--- src/rtl/quiz_round_ctrl.sv ---
// Round sequencer for the 4-player quiz buzzer: grab arbitration, false-start
// detection, grab/answer countdowns, per-player scores and buzzer pulse.
module quiz_round_ctrl #(
  parameter int unsigned TICK_CYCLES  = 5_000_000,
  parameter int unsigned GRAB_TICKS   = 90,
  parameter int unsigned ANSWER_TICKS = 200,
  parameter int unsigned BEEP_TICKS   = 5,
  parameter int unsigned SCORE_W      = 4
) (
  input  logic                   CLK,
  input  logic                   RSTn,
  input  logic                   Host_Start,
  input  logic                   Judge_Right,
  input  logic                   Judge_Wrong,
  input  logic                   Score_Clr,
  input  logic [3:0]             Player_Key,
  output logic [3:0]             Player_Number,
  output logic                   Buzzer_Answer,
  output logic                   Timer_Start,
  output logic [7:0]             Remain_Ticks,
  output logic [3:0]             Foul,
  output logic [4*SCORE_W-1:0]   Score_Bus,
  output logic [1:0]             State
);

  localparam int unsigned TW = (TICK_CYCLES > 1) ? $clog2(TICK_CYCLES) : 1;
  localparam int unsigned BW = (BEEP_TICKS > 1) ? $clog2(BEEP_TICKS + 1) : 1;
  localparam logic [TW-1:0] TICK_MAX = TW'(TICK_CYCLES - 1);

  typedef enum logic [1:0] {
    S_IDLE   = 2'd0,
    S_ARMED  = 2'd1,
    S_ANSWER = 2'd2,
    S_DONE   = 2'd3
  } state_t;

  state_t               state_q, state_d;
  logic [3:0]           key_prev_q;
  logic [3:0]           foul_q, foul_d;
  logic [3:0]           pn_q, pn_d;
  logic                 timer_q, timer_d;
  logic [7:0]           remain_q, remain_d;
  logic [TW-1:0]        tick_cnt_q, tick_cnt_d;
  logic [4*SCORE_W-1:0] score_q, score_d;
  logic                 buzz_q, buzz_d;
  logic [TW-1:0]        beep_cnt_q, beep_cnt_d;
  logic [BW-1:0]        beep_rem_q, beep_rem_d;

  logic [3:0]           key_evt, elig, grab_num;
  logic                 tick, expire, beep_trig, score_inc, score_dec;
  logic [SCORE_W-1:0]   cur;

  always_comb begin
    key_evt = Player_Key & ~key_prev_q;
    elig    = key_evt & ~foul_q;
    if (elig[0])      grab_num = 4'd1;
    else if (elig[1]) grab_num = 4'd2;
    else if (elig[2]) grab_num = 4'd3;
    else if (elig[3]) grab_num = 4'd4;
    else              grab_num = 4'd0;

    tick   = (tick_cnt_q == TICK_MAX);
    expire = tick && (remain_q <= 8'd1);

    state_d    = state_q;
    foul_d     = foul_q;
    pn_d       = pn_q;
    timer_d    = timer_q;
    remain_d   = remain_q;
    tick_cnt_d = '0;
    beep_trig  = 1'b0;
    score_inc  = 1'b0;
    score_dec  = 1'b0;

    if (state_q == S_ARMED || state_q == S_ANSWER)
      tick_cnt_d = tick ? '0 : tick_cnt_q + 1'b1;

    case (state_q)
      S_IDLE: begin
        if (|key_evt) begin
          foul_d    = foul_q | key_evt;
          beep_trig = 1'b1;
        end
        if (Host_Start) begin
          state_d    = S_ARMED;
          remain_d   = 8'(GRAB_TICKS);
          timer_d    = 1'b1;
          tick_cnt_d = '0;
        end
      end
      S_ARMED: begin
        if (tick && remain_q != '0) remain_d = remain_q - 8'd1;
        // A grab on the expiry tick still wins the round.
        if (|elig) begin
          state_d    = S_ANSWER;
          pn_d       = grab_num;
          remain_d   = 8'(ANSWER_TICKS);
          tick_cnt_d = '0;
          beep_trig  = 1'b1;
        end else if (expire) begin
          state_d   = S_DONE;
          pn_d      = 4'd0;
          timer_d   = 1'b0;
          remain_d  = '0;
          beep_trig = 1'b1;
        end
      end
      S_ANSWER: begin
        if (tick && remain_q != '0) remain_d = remain_q - 8'd1;
        if (Judge_Right ^ Judge_Wrong) begin
          state_d   = S_DONE;
          timer_d   = 1'b0;
          score_inc = Judge_Right;
          score_dec = Judge_Wrong;
        end else if (expire) begin
          state_d   = S_DONE;
          timer_d   = 1'b0;
          remain_d  = '0;
          score_dec = 1'b1;
        end
      end
      S_DONE: begin
        if (Host_Start) begin
          state_d  = S_IDLE;
          foul_d   = '0;
          pn_d     = 4'd0;
          remain_d = '0;
        end
      end
      default: state_d = S_IDLE;
    endcase

    score_d = score_q;
    cur     = '0;
    for (int unsigned i = 0; i < 4; i++) begin
      cur = score_q[i*SCORE_W +: SCORE_W];
      if (pn_q == 4'(i + 1)) begin
        if (score_inc && cur != '1) cur = cur + 1'b1;
        if (score_dec && cur != '0) cur = cur - 1'b1;
      end
      score_d[i*SCORE_W +: SCORE_W] = cur;
    end
    if (Score_Clr) score_d = '0;

    // Beep pulse runs on its own tick prescaler so a retrigger restarts it cleanly.
    buzz_d     = buzz_q;
    beep_cnt_d = beep_cnt_q;
    beep_rem_d = beep_rem_q;
    if (beep_trig) begin
      buzz_d     = 1'b1;
      beep_cnt_d = '0;
      beep_rem_d = BW'(BEEP_TICKS);
    end else if (buzz_q) begin
      if (beep_cnt_q == TICK_MAX) begin
        beep_cnt_d = '0;
        if (beep_rem_q != '0) beep_rem_d = beep_rem_q - 1'b1;
        if (beep_rem_q <= BW'(1)) buzz_d = 1'b0;
      end else begin
        beep_cnt_d = beep_cnt_q + 1'b1;
      end
    end
  end

  always_ff @(posedge CLK or negedge RSTn) begin
    if (!RSTn) begin
      state_q    <= S_IDLE;
      key_prev_q <= '1;
      foul_q     <= '0;
      pn_q       <= '0;
      timer_q    <= 1'b0;
      remain_q   <= '0;
      tick_cnt_q <= '0;
      score_q    <= '0;
      buzz_q     <= 1'b0;
      beep_cnt_q <= '0;
      beep_rem_q <= '0;
    end else begin
      state_q    <= state_d;
      key_prev_q <= Player_Key;
      foul_q     <= foul_d;
      pn_q       <= pn_d;
      timer_q    <= timer_d;
      remain_q   <= remain_d;
      tick_cnt_q <= tick_cnt_d;
      score_q    <= score_d;
      buzz_q     <= buzz_d;
      beep_cnt_q <= beep_cnt_d;
      beep_rem_q <= beep_rem_d;
    end
  end

  assign State         = state_q;
  assign Player_Number = pn_q;
  assign Foul          = foul_q;
  assign Timer_Start   = timer_q;
  assign Remain_Ticks  = remain_q;
  assign Score_Bus     = score_q;
  assign Buzzer_Answer = buzz_q;

endmodule

--- config.mk ---
export PLATFORM = sky130hd
export DESIGN_NAME = quiz_round_ctrl
export DESIGN_NICKNAME = d
export VERILOG_FILES = /design/src/rtl/quiz_round_ctrl.sv
export SDC_FILE = /design/constraint.sdc
export NUM_CORES = 1
export LEC_CHECK = 0
export CAP_MARGIN = 20
export CORE_ASPECT_RATIO = 0.75
export CORE_MARGIN = 4
export CORE_UTILIZATION = 40
export CTS_CLUSTER_SIZE = 12
export DETAILED_ROUTE_END_ITERATION = 10
export GPL_ROUTABILITY_DRIVEN = 0
export SYNTH_ARGS = -nofsm -noshare
export SYNTH_HDL_FRONTEND = slang
export SYNTH_SLANG_ARGS = --single-unit
--- constraint.sdc ---
create_clock -name CLK -period 8.4 [get_ports CLK]
set_clock_uncertainty 0.15 [all_clocks]
set_input_delay 1.68 -clock CLK [delete_from_list [all_inputs] [get_ports CLK]]
set_output_delay 1.68 -clock CLK [all_outputs]
set_load 0.05 [all_outputs]
# ---- Yosys cells after proc, flatten, opt, wreduce, memory -nomap -nowiden
# Index checks and enable logic that the tools add are counted.
dict set report word_totals {
  ff_bits 89
  latchBits 0
  mem_bits_rw 0
  rom_bits 0
  inputBits 10
  out_inout_bits 36
  word_cells 156
  n_memories 0
}
dict set report op_classes {
  n_addsub 12
  multipliers 0
  div 0
  order_cmp 2
  eq_ne 18
  shifts 0
  mux 69
  bitwise_logic 6
  n_reduce_logical 35
}
# op n
set ops {}
lappend ops {{2-to-1 mux 23 bit} 7}
lappend ops {{2-to-1 mux 4 bit} 21}
lappend ops {{2-to-1 mux 8 bit} 6}
lappend ops {{adder 23 x 1 -> 23 bit (second input constant)} 2}
lappend ops {{equality test 23 bit (second input constant)} 2}
lappend ops {{one-hot mux 23 bit (2 select lines)} 1}
lappend ops {{one-hot mux 8 bit (4 select lines)} 1}
lappend ops {{2-to-1 mux 3 bit} 7}
lappend ops {{nonzero test 2 bit} 9}
lappend ops {{adder 4 x 1 -> 4 bit (second input constant)} 4}
lappend ops {{2-to-1 mux 16 bit} 1}
lappend ops {{!= test 4 bit (second input constant)} 4}
lappend ops {{one-hot mux 4 bit (2 select lines)} 2}
lappend ops {{nonzero test 4 bit} 4}
lappend ops {{subtractor 4 x 1 -> 4 bit (second input constant)} 4}
lappend ops {{2-to-1 mux 1 bit} 15}
lappend ops {{AND reduction 3 bit} 4}
lappend ops {{logical AND 1 bit} 10}
lappend ops {{2-to-1 mux 2 bit} 5}
lappend ops {{AND 4 bit} 2}
lappend ops {{equality test 4 x 2 -> 1 bit (second input constant)} 2}
lappend ops {{less-or-equal comparator 8 x 1 -> 1 bit (second input constant)} 1}
lappend ops {{!= test 2 bit (second input constant)} 4}
lappend ops {{NOT 4 bit} 2}
lappend ops {{19 further kinds} 22}

# ---- Logic depth before layout (Yosys ltp)
dict set report logic_depth {
  depth_word 11
  depth_mapped 14
  mapped_depth_nobuf 12
}

# ---- Least setup slack after synthesis
# No wires, ideal clock.
dict set report synth_timing {
  kind {input to register}
  start {input port Judge_Wrong}
  end {register score_q[0], in the netlist Score_Bus[0]}
  setup_ns 0.128
  arrival_time_ns 3.952
  required_time_ns 8.122
  slack_ns 4.171
  stages 12
  n_path_buf 1
  path_cell_list {inv_1 -> ha_1 -> clkbuf_1 -> nand2_1 -> a21oi_1 -> mux2i_1 -> ha_1 -> a21oi_1 -> nor2_1 -> or4_1 -> o2111ai_1 -> mux2_1}
}
dict set report synth_between {
  elab_chain_len 11
  elab_cells_between_ends 14
  cone_classes {add/sub (1); mux (9); bitwise (1); reduce/logical (3)}
}
# element line
set synth_rtl {}
lappend synth_rtl {{from (decl)} 14} ;# input logic Judge_Wrong,
lappend synth_rtl {{parallel branches: the longest is 8 deep, another holds subtractor 4 x 1 -> 4 bit} n/a}
lappend synth_rtl {{2-to-1 mux 4 bit (*)} 139} ;# if (score_dec && cur != '0) cur = cur - 1'b1;
lappend synth_rtl {{2-to-1 mux 4 bit (*)} 137} ;# if (pn_q == 4'(i + 1)) begin
lappend synth_rtl {{2-to-1 mux 16 bit (*)} 143} ;# if (Score_Clr) score_d = '0;
lappend synth_rtl {{to (signal assigned)} 185} ;# score_q <= score_d;
lappend synth_rtl {{to (decl)} 44} ;# logic [4*SCORE_W-1:0] score_q, score_d;
# Every way passes the cells marked *. The select of a mux whose other input is x is not followed.
# A chain may end at the register's enable or synchronous reset.

# ---- Worst setup path in the final report
dict set report layout_timing {
  start {input port Judge_Wrong}
  end {register score_q[8], in the netlist Score_Bus[8]}
}
# The elaborated chain is that of the path after synthesis.

==> impl_metrics.yaml <==
yosys:
  ys_warn_count: 0
  synthArstFlopShare_pct: 100
  ys_seq_area_share_pct: 39.4
  synth_flop_cell: "dfrtp_1"
  synth.distinct_cells: 62
  netlist_instances: 647
  ys_ff_latch: 88
  yosysTopAreaCell: "dfrtp_1"
  synth_top_area_share_pct: 37.6
  ys_top_cells_by_area: "dfrtp_1, nor2_1, ha_1, nand2_1, a21oi_1"
  synth-edff-count: 0
  synth_nets: 679
  syn_area_per_cell_um2: 8.65
  synthesis.area_um2: 5600
detailed_routing:
  num_vias: 4906
  drc: 0
  drtPass1Iterations: 5
  wire_per_inst_um: 16.0
  vias_per_cell: 5.67
  drtAntennaViolNets: 0
  drtIter0Drc: 296
  wirelength_um: 13900
clock_network:
  cts_tree: "yes"
  numClockSinks: 88
  cts_hold_buf: 0
  clk_pin_slew_ns: 0.06
  htreeDepth: 3
  cts_buffer_depth: 2
  cts_root_buf: "clkbuf_16"
  clkLatencyLatePin_ns: 0.34
  cts_setup_buffers: 0
  numCtsBuffers: 9
  ctsResizeCount: 0
worst_setup_path:
  critPathBufInv: 2
  crit_path_max_incr_delay_ns: 0.51
  worstSetupStartpointType: "input pin"
  r2r_cells: 12
  arrival_ns: 4.77
  r2r_slack_ns: 4.51
  cp_cell_sequence: "clkdlybuf4s50_1 -> inv_1 -> ha_1 -> and2_1 -> o21ai_1 -> nand2_1 -> o21a_1 -> ha_1 -> nand2_1 -> o311ai_0 -> a21oi_1 -> o31ai_1 -> mux2_2"
  r2r-end: "Score_Bus[8]$_DFFE_PN0P_"
  cpLargestDelayFamily: "compound AO/OA/AOI/OAI gates"
  path_class: "input pin to flip-flop"
  cpMaxStageDelayCell: "and2_1"
  worstReg2RegStart: "State[0]$_DFFE_PN0P_"
  critPathMaxFanout: 16
  worst_setup_path_end_kind: "flip-flop"
  crit_required_ns: 8.47
worst_hold_path:
  hold_class: "flip-flop to flip-flop"
  min_to: "tick_cnt_q[0]$_DFF_PN0_"
  whs_path_depth: 1
  hold_path.startpoint: "tick_cnt_q[0]$_DFF_PN0_"
final_layout:
  final_area_um2: 6520
  layout-drive-gt1-share_pct: 5.50
  diodes: 0
  nNetsFinal: 718
  postLayoutCoreUtil_pct: 47.5
  syn_to_final_growth_pct: 16.4
  stdcell_count: 866
  nFillCells: 1304
die:
  boundaryPins: 46
  dieArea_um2: 16000
  core_area_um2: 13700
  die_w_um: 145
  die_h_um: 110
  num_rows: 37
  start_util_pct: 40.9
timing:
  fin_tns_setup_ns: 0
  max_freq_ghz: 0.213
  setup_slack_ns: 3.71
  finalSetupViolCount: 0
  post-route-period-util_pct: 55.9
  worst_slew_pin_slew_ns: 1.06
  slew_violations: 0
  hold_slack_ns: 0.314
  rsz0062_at_grt: "false"
  slew_headroom_pct: 28.9
  finalHoldViolCount: 0
  period_minus_slack_ns: 4.69
place:
  placed_cell_area_um2: 6210
  portBuffers: 44
  dp_cells: 850
  post-place-ws_ns: 3.43
  place_hpwl_um: 10100
run:
  cap_violations: 0
global_route:
  met3_usage_pct: 4.20
  met1_usage_pct: 25.7
  grt_pass1_vias: 4790
  antenna_found_initial: 0
  grt_max_degree: 51
  grt_util_all_layers_pct: 17.7
  grt_overflow: 0
  use_met2_pct: 27.1
  grt_pass1_wl_um: 23500
  grt-busiest-layer: "met2"
power:
  power_mw: 1.54
  power.density_nw_per_um2: 236
  power_leakage_nw: 2.61
  peakVddDrop_mv: 0.134
outcome:
  status: "finished, final reports clean"
==> worst max path at each step <==
stage	start	to	depth (start not counted)
6_report	Judge_Wrong	Score_Bus[8]$_DFFE_PN0P_	13
5_1_grt	Judge_Wrong	Score_Bus[8]$_DFFE_PN0P_	13
4_1_cts	Judge_Wrong	Score_Bus[8]$_DFFE_PN0P_	13
3_5_place_dp	Judge_Wrong	Score_Bus[8]$_DFFE_PN0P_	13
3_3_place_gp	Judge_Wrong	Score_Bus[8]$_DFFE_PN0P_	13
2_1_floorplan	Judge_Wrong	Score_Bus[0]$_DFFE_PN0P_	12
==> layer usage <==
metal / part of all wire (%) / vias up
met5: 0 / -
met4: 0.80 / 0
met3: 5.1 / 12
met2: 45 / 112
met1: 49 / 2379
li1: - / 2403
==> cells in the final DEF, fill, tap and decap left out, drive strengths merged, types with 13 or more instances in the layout <==
cell type and count:
a21oi 42, clkdlybuf4s50 43, dfrtp 84, ha 22, inv 22, nand2 58, nand3 24, nor2 82
nor2b 13, nor3 16, o21ai 36, or3 15, xnor2 21, xor2 20
==> worst register-to-register path, stage by stage, from the launching register on <==
cell and delay, ns:
dfrtp_1 0.45, inv_1 0.13, ha_1 0.73, and2_1 0.57, o21ai_1 0.31, nand2_1 0.17
o21a_1 0.13, ha_1 0.19, nand2_1 0.09, o311ai_0 0.30, a21oi_1 0.08, o31ai_1 0.10
mux2_2 0.36
==> power breakdown <==
part	leakage [nW]	internal (mW)	switching, mW	total [mW]
Combinational	1.29	0.191	0.403	0.594
Clock	0.153	0.248	0.169	0.417
Sequential	1.16	0.472	0.0564	0.528
==> cells by family after synthesis <==
family                     synth area share (%)
AOI/OAI and AO/OA                          15.8
xor gates and xnor gates                   6.41
adders and majority gates                  4.92
buffers and inverters                      3.02
DFF                                        39.4
muxes                                      2.97
other                                    0.0670
and+or+nand+nor                            27.3
==> area by class of cell <==
cell class	count	area, µm²	share of cell area [%]
Clock buffer	12	256	3.94
Clock inverter	4	52.6	0.807
Inverter	22	82.6	1.27
Multi-Input combinational cell	516	3220	49.5
Sequential cell	88	2210	33.9
Tap cell	175	219	3.36
Timing Repair Buffer	49	475	7.30
==> registers in the layout (all words and copies together), names as in the netlist <==
register,count
Buzzer_Answer,1
Foul,4
Player_Number,3
Remain_Ticks,8
Score_Bus,16
State,2
Timer_Start,1
beep_cnt_q,23
beep_rem_q,3
key_prev_q,4
tick_cnt_q,23
==> Yosys cell counts (3+ instances only) <==
cell and instances:
a211oi_1 3, a21oi_1 42, a22o_1 5, a31oi_1 12, a41oi_1 3, and2_1 11, and3_1 11, and4_1 5
and4b_1 3, buf_2 3, clkbuf_1 17, dfrtp_1 84, dfstp_2 4, ha_1 22, inv_1 22, mux2_2 4
mux2i_1 11, nand2_1 58, nand2b_1 11, nand3_1 24, nand4_1 10, nor2_1 82, nor2b_1 13, nor3_1 16
nor3b_1 6, nor4_1 8, nor4b_1 4, nor4bb_1 3, o211ai_1 3, o21ai_0 34, o21bai_1 5, o22ai_1 3
o31ai_1 4, o41ai_1 3, or2_2 3, or3_1 15, or4_1 7, xnor2_1 21, xor2_1 20
(Power assumes the default switching activity.)
